==> src/rtl/fir_mac_filter.sv <==
// Time-multiplexed FIR filter: one multiply-accumulate per clock over TAPS
// runtime-loadable coefficients, with round-half-up, output saturation,
// delay-line flush and a valid/ready input handshake.
module fir_mac_filter #(
    parameter int WIDTH      = 20,
    parameter int TAPS       = 8,
    parameter int COEF_WIDTH = 16,
    parameter int COEF_FRAC  = 14
) (
    input  logic                         clk,
    input  logic                         rst_n,
    input  logic signed [WIDTH-1:0]      in_sample,
    input  logic                         in_valid,
    output logic                         in_ready,
    input  logic                         flush,
    input  logic                         coef_we,
    input  logic [$clog2(TAPS)-1:0]      coef_addr,
    input  logic signed [COEF_WIDTH-1:0] coef_data,
    output logic signed [WIDTH-1:0]      out_sample,
    output logic                         out_valid,
    output logic                         sat,
    output logic                         busy
);

    localparam int PTR_W  = $clog2(TAPS);
    localparam int PROD_W = WIDTH + COEF_WIDTH;
    localparam int ACC_W  = PROD_W + PTR_W;

    localparam logic [PTR_W-1:0] LAST_TAP = (PTR_W)'(TAPS - 1);
    localparam logic [PTR_W:0]   TAPS_W   = (PTR_W + 1)'(TAPS);

    localparam logic signed [COEF_WIDTH-1:0] COEF_ONE =
        {{(COEF_WIDTH-1){1'b0}}, 1'b1} << COEF_FRAC;
    localparam logic signed [ACC_W-1:0] RND_HALF =
        {{(ACC_W-1){1'b0}}, 1'b1} << (COEF_FRAC - 1);
    localparam logic signed [ACC_W-1:0] OUT_MAX =
        {{(ACC_W-WIDTH+1){1'b0}}, {(WIDTH-1){1'b1}}};
    localparam logic signed [ACC_W-1:0] OUT_MIN =
        {{(ACC_W-WIDTH+1){1'b1}}, {(WIDTH-1){1'b0}}};

    typedef enum logic [1:0] {
        S_IDLE,
        S_MAC,
        S_ROUND
    } state_t;

    state_t r_state;
    state_t w_next;

    logic signed [WIDTH-1:0]      r_dline [TAPS];
    logic signed [COEF_WIDTH-1:0] r_coef  [TAPS];
    logic [PTR_W-1:0]             r_wptr;
    logic [PTR_W-1:0]             r_tap;
    logic signed [ACC_W-1:0]      r_acc;

    logic [PTR_W-1:0]             w_rd_idx;
    logic                         w_last_tap;
    logic                         w_addr_ok;
    logic signed [PROD_W-1:0]     w_coef_x;
    logic signed [PROD_W-1:0]     w_samp_x;
    logic signed [PROD_W-1:0]     w_prod;
    logic signed [ACC_W-1:0]      w_acc_rnd;
    logic signed [ACC_W-1:0]      w_rnd;
    logic                         w_ovf_hi;
    logic                         w_ovf_lo;
    logic signed [WIDTH-1:0]      w_clip;

    assign w_last_tap = (r_tap == LAST_TAP);

    // With a power-of-two TAPS every address is in range; otherwise reject the top codes.
    generate
        if (TAPS == (1 << PTR_W)) begin : g_addr_full
            assign w_addr_ok = 1'b1;
        end else begin : g_addr_part
            assign w_addr_ok = ({1'b0, coef_addr} < TAPS_W);
        end
    endgenerate

    // Circular read index x[n-k]: write pointer minus tap, wrapped modulo TAPS.
    always_comb begin
        if (r_tap <= r_wptr) begin
            w_rd_idx = r_wptr - r_tap;
        end else begin
            w_rd_idx = r_wptr + (PTR_W)'(TAPS) - r_tap;
        end
    end

    // Full-width signed product; operands sign-extended so the low PROD_W bits are exact.
    always_comb begin
        w_coef_x = {{WIDTH{r_coef[r_tap][COEF_WIDTH-1]}}, r_coef[r_tap]};
        w_samp_x = {{COEF_WIDTH{r_dline[w_rd_idx][WIDTH-1]}}, r_dline[w_rd_idx]};
        w_prod   = w_coef_x * w_samp_x;
    end

    // Round half toward +inf, then clip to the signed output range.
    always_comb begin
        w_acc_rnd = r_acc + RND_HALF;
        w_rnd     = w_acc_rnd >>> COEF_FRAC;
        w_ovf_hi  = (w_rnd > OUT_MAX);
        w_ovf_lo  = (w_rnd < OUT_MIN);
        if (w_ovf_hi) begin
            w_clip = OUT_MAX[WIDTH-1:0];
        end else if (w_ovf_lo) begin
            w_clip = OUT_MIN[WIDTH-1:0];
        end else begin
            w_clip = w_rnd[WIDTH-1:0];
        end
    end

    // State register.
    always_ff @(posedge clk or negedge rst_n) begin
        if (!rst_n) begin
            r_state <= S_IDLE;
        end else begin
            r_state <= w_next;
        end
    end

    // Next-state and status outputs.
    always_comb begin
        w_next   = r_state;
        busy     = 1'b0;
        in_ready = 1'b0;
        case (r_state)
            S_IDLE: begin
                in_ready = 1'b1;
                if (in_valid) begin
                    w_next = S_MAC;
                end
            end
            S_MAC: begin
                busy = 1'b1;
                if (w_last_tap) begin
                    w_next = S_ROUND;
                end
            end
            S_ROUND: begin
                busy   = 1'b1;
                w_next = S_IDLE;
            end
            default: w_next = S_IDLE;
        endcase
    end

    // Datapath: coefficient/delay-line updates, MAC accumulation, output register.
    always_ff @(posedge clk or negedge rst_n) begin
        if (!rst_n) begin
            for (int unsigned i = 0; i < TAPS; i++) begin
                r_dline[i] <= '0;
                r_coef[i]  <= '0;
            end
            r_coef[0]  <= COEF_ONE;
            r_wptr     <= '0;
            r_tap      <= '0;
            r_acc      <= '0;
            out_sample <= '0;
            out_valid  <= 1'b0;
            sat        <= 1'b0;
        end else begin
            out_valid <= 1'b0;
            sat       <= 1'b0;
            case (r_state)
                S_IDLE: begin
                    // Coefficients are only read in MAC, so a write alongside an accept is seen by that sample.
                    if (coef_we && w_addr_ok) begin
                        r_coef[coef_addr] <= coef_data;
                    end
                    if (in_valid) begin
                        r_dline[r_wptr] <= in_sample;
                        r_acc           <= '0;
                        r_tap           <= '0;
                    end else if (flush) begin
                        for (int unsigned i = 0; i < TAPS; i++) begin
                            r_dline[i] <= '0;
                        end
                    end
                end
                S_MAC: begin
                    r_acc <= r_acc + {{PTR_W{w_prod[PROD_W-1]}}, w_prod};
                    if (!w_last_tap) begin
                        r_tap <= r_tap + 1'b1;
                    end
                end
                S_ROUND: begin
                    out_sample <= w_clip;
                    out_valid  <= 1'b1;
                    sat        <= w_ovf_hi | w_ovf_lo;
                    if (r_wptr == LAST_TAP) begin
                        r_wptr <= '0;
                    end else begin
                        r_wptr <= r_wptr + 1'b1;
                    end
                end
                default: ;
            endcase
        end
    end

endmodule
==> config.mk <==
export PLATFORM = sky130hd
export DESIGN_NAME = fir_mac_filter
export DESIGN_NICKNAME = d
export VERILOG_FILES = /design/src/rtl/fir_mac_filter.sv
export SDC_FILE = /design/constraint.sdc
export NUM_CORES = 2
export LEC_CHECK = 0
export ABC_AREA = 1
export CORE_MARGIN = 4
export CORE_UTILIZATION = 64
export CTS_BUF_LIST = sky130_fd_sc_hd__clkbuf_8 sky130_fd_sc_hd__clkbuf_16
export CTS_CLUSTER_SIZE = 24
export DETAILED_ROUTE_END_ITERATION = 10
export GPL_ROUTABILITY_DRIVEN = 0
export HOLD_SLACK_MARGIN = 0.1
export PLACE_DENSITY = 0.79
export SYNTH_ARGS = -nofsm -noshare
export SYNTH_HDL_FRONTEND = slang
export SYNTH_SLANG_ARGS = --single-unit
==> constraint.sdc <==
create_clock -name clk -period 10.2 [get_ports clk]
set_clock_uncertainty 0.1 [all_clocks]
set_input_delay 2.04 -clock clk [delete_from_list [all_inputs] [get_ports clk]]
set_output_delay 2.04 -clock clk [all_outputs]
set_load 0.01 [all_outputs]
==> flow_summary.json <==
{
  "multiInputGateArea_um2": 18800,
  "final_common_cell": "nand2_1",
  "final-setup-viol-count": 0,
  "drv_cap": 0,
  "fill_cells": 3789,
  "min_period_ns": 9.54,
  "reg2reg_depth": 39,
  "coreArea_um2": 47900,
  "ff_latch_area_um2": 8940,
  "syn-instance-count": 4012,
  "slew_headroom_pct": 7.38,
  "grt_pass1_wl_um": 144000,
  "critPathLaunch": "r_wptr[0]$_DFFE_PN0P_",
  "path_common_cell": "nand2_1",
  "postRouteAntennaNets": 0,
  "path_delay_family": "adder cells",
  "clock_latency_ns": 0.59,
  "drt_iter0_markers": 2870,
  "grt_max_degree": 84,
  "r2r-end": "r_acc[37]$_DFFE_PN0P_",
  "min_period_over_period_pct": 93.6,
  "r2r_slack_ns": 0.66,
  "fin_setup_tns_ns": 0,
  "yosys_warnings": 0,
  "syn-cell-area_um2": 31200,
  "detail_route.wl_per_cell_um": 19.0,
  "synth_edf_count": 0,
  "maxClockFrequency_ghz": 0.105,
  "cts_root_buf": "clkbuf_16",
  "via_per_inst": 5.88,
  "clock_tree.buffer_depth": 3,
  "worstSetupEndpointType": "flop",
  "crit_path_start_kind": "flop",
  "synth_fp_nets": 4515,
  "drive_above_1_share_pct": 4.73,
  "clk_pin_slew_ns": 0.06,
  "crit_required_ns": 10.55,
  "die_x_um": 229,
  "cts_buffers": 40,
  "syn_area_per_cell_um2": 7.77,
  "synth-async-reset-ratio_pct": 100,
  "seq_area_frac_synth_pct": 28.7,
  "overflow": 0,
  "critPathKind": "reg -> reg",
  "wirelength_um": 88800,
  "slowest_delay_ns": 0.55,
  "cp_slowest_cell": "fa_1",
  "status": "completed",
  "r2r-start": "r_wptr[0]$_DFFE_PN0P_",
  "worst_hold_startpoint": "r_coef[65]$_DFFE_PN0P_",
  "firstDrtPassIters": 6,
  "holdPathStages": 2,
  "grt_pass1_vias": 27300,
  "cp.arrival_ns": 9.89,
  "path_max_fanout": 38,
  "grt_usage_pct": 34.3,
  "cp.buffers_inverters": 9,
  "start_util_pct": 65.0,
  "ys_types": 49,
  "htree_levels": 2,
  "report.final.slew_viol_count": 0,
  "dp_hpwl_um": 64300,
  "hold_viol": 0,
  "synth_top_flop_cell": "dfrtp_1",
  "hold_end": "r_coef[65]$_DFFE_PN0P_",
  "grt_setup_unrepaired": "no",
  "die_h_um": 229,
  "cts_sinks": 357,
  "cts_tree": "done",
  "worst_slew_pin_slew_ns": 1.39,
  "drcViolationCount": 0,
  "synth_seq_cells": 357,
  "hp-class": "reg -> reg",
  "num-nets-final": 4529,
  "cts_hold_buf": 0,
  "antenna_found_initial": 0,
  "dieArea_um2": 52300,
  "mostFrequentLayoutCells": "953 x nand2_1, 751 x inv_1, 385 x nor2_1",
  "portBuffers": 67,
  "fp-row-count": 80,
  "syn_to_final_growth_pct": 8.72,
  "route.vias.total": 27500,
  "io_pins": 68
}
kinds of logic after synthesis:
kind of cell,after synthesis,share of synthesized area (%)
xor+xnor,52,1.48
fa+ha+maj,459,26.1
simple gates,1478,18.8
flops,357,28.7
compound gates,754,13.7
buf+inv,912,11.3
metrics by stage:
step / cells / area (um2) / hold WS, ns / util [%] / worst slack, ns
after floorplan: 4012 / 31200 / 0.348 / - / 1.67
after global placement: 4598 / 32400 / 0.365 / 67.6 / 0.828
after detailed placement: 4598 / 32400 / 0.373 / 67.6 / 0.802
after CTS: 4670 / 33900 / 0.387 / 70.7 / 0.763
after global routing: 4671 / 33900 / 0.402 / 70.7 / 0.0345
final: 4672 / 33900 / 0.382 / 70.7 / 0.655
worst reg2reg max path, delay by kind of cell, from the launching register on:
kind / cells / cell delay (ns)
buffers and inverters: 9 / 1.17
and+or+nand+nor: 10 / 1.19
adders and majority gates: 10 / 4.43
AOI/OAI and AO/OA: 9 / 1.68
DFF: 1 / 0.43
xor gates and xnor gates: 1 / 0.43
area by class of cell:
class                           instances  share of cell area (%)
Antenna cell                            1                 0.00738
Clock buffer                           50                    3.36
Clock inverter                         22                   0.971
Inverter                              765                    8.47
Multi-Input combinational cell       2743                    55.3
Sequential cell                       357                    26.4
Tap cell                              615                    2.27
Timing Repair Buffer                  119                    3.22
flip-flops by register name, summed over array words and instances, names as in the netlist:
| register | cells |
|---|---|
| sat | 1 |
| r_tap | 3 |
| out_valid | 1 |
| r_coef | 128 |
| r_wptr | 3 |
| r_dline | 160 |
| out_sample | 20 |
| r_state | 2 |
| r_acc | 39 |
how the worst max path moves through the flow:
stage                     cells after the start                     to
after global routing                         46  r_acc[37]$_DFFE_PN0P_
after detailed placement                     39  r_acc[38]$_DFFE_PN0P_
after floorplan                              48  r_acc[38]$_DFFE_PN0P_
final                                        39  r_acc[37]$_DFFE_PN0P_
after global placement                       39  r_acc[38]$_DFFE_PN0P_
after CTS                                    39  r_acc[38]$_DFFE_PN0P_
routing by layer:
| layer | wire, um | share of wire [%] | GRT usage, % | vias to the layer above |
|---|---|---|---|---|
| met5 | 0 | 0 | 0 | - |
| met4 | 3550 | 4.0 | 12.3 | 0 |
| met3 | 10800 | 12 | 8.54 | 240 |
| met2 | 39200 | 44 | 52.0 | 1521 |
| met1 | 35300 | 40 | 48.3 | 13200 |
| li1 | - | - | - | 12500 |
timing repair:
item,4_1_cts,5_1_grt
gates resized for setup,0,1
buffers inserted,0,1
endpoints found under the setup margin,0,4
cell usage after synthesis, types with 29 or more instances:
library cell	instances	share of area, %
nor2_1	387	4.7
nand3_1	71	1.1
fa_1	320	21
clkbuf_1	83	1.0
a21oi_1	216	3.5
nand2_1	953	11
ha_1	139	5.6
dfrtp_1	356	29
a32o_1	29	0.93
xor2_1	35	0.98
buf_2	58	0.93
inv_1	747	9.0
o21ai_0	288	4.6
o22ai_1	166	3.3
Power is left out: the tool's default activity adds up to more than one toggle a clock period on the data nets, which glitch-free logic cannot reach.
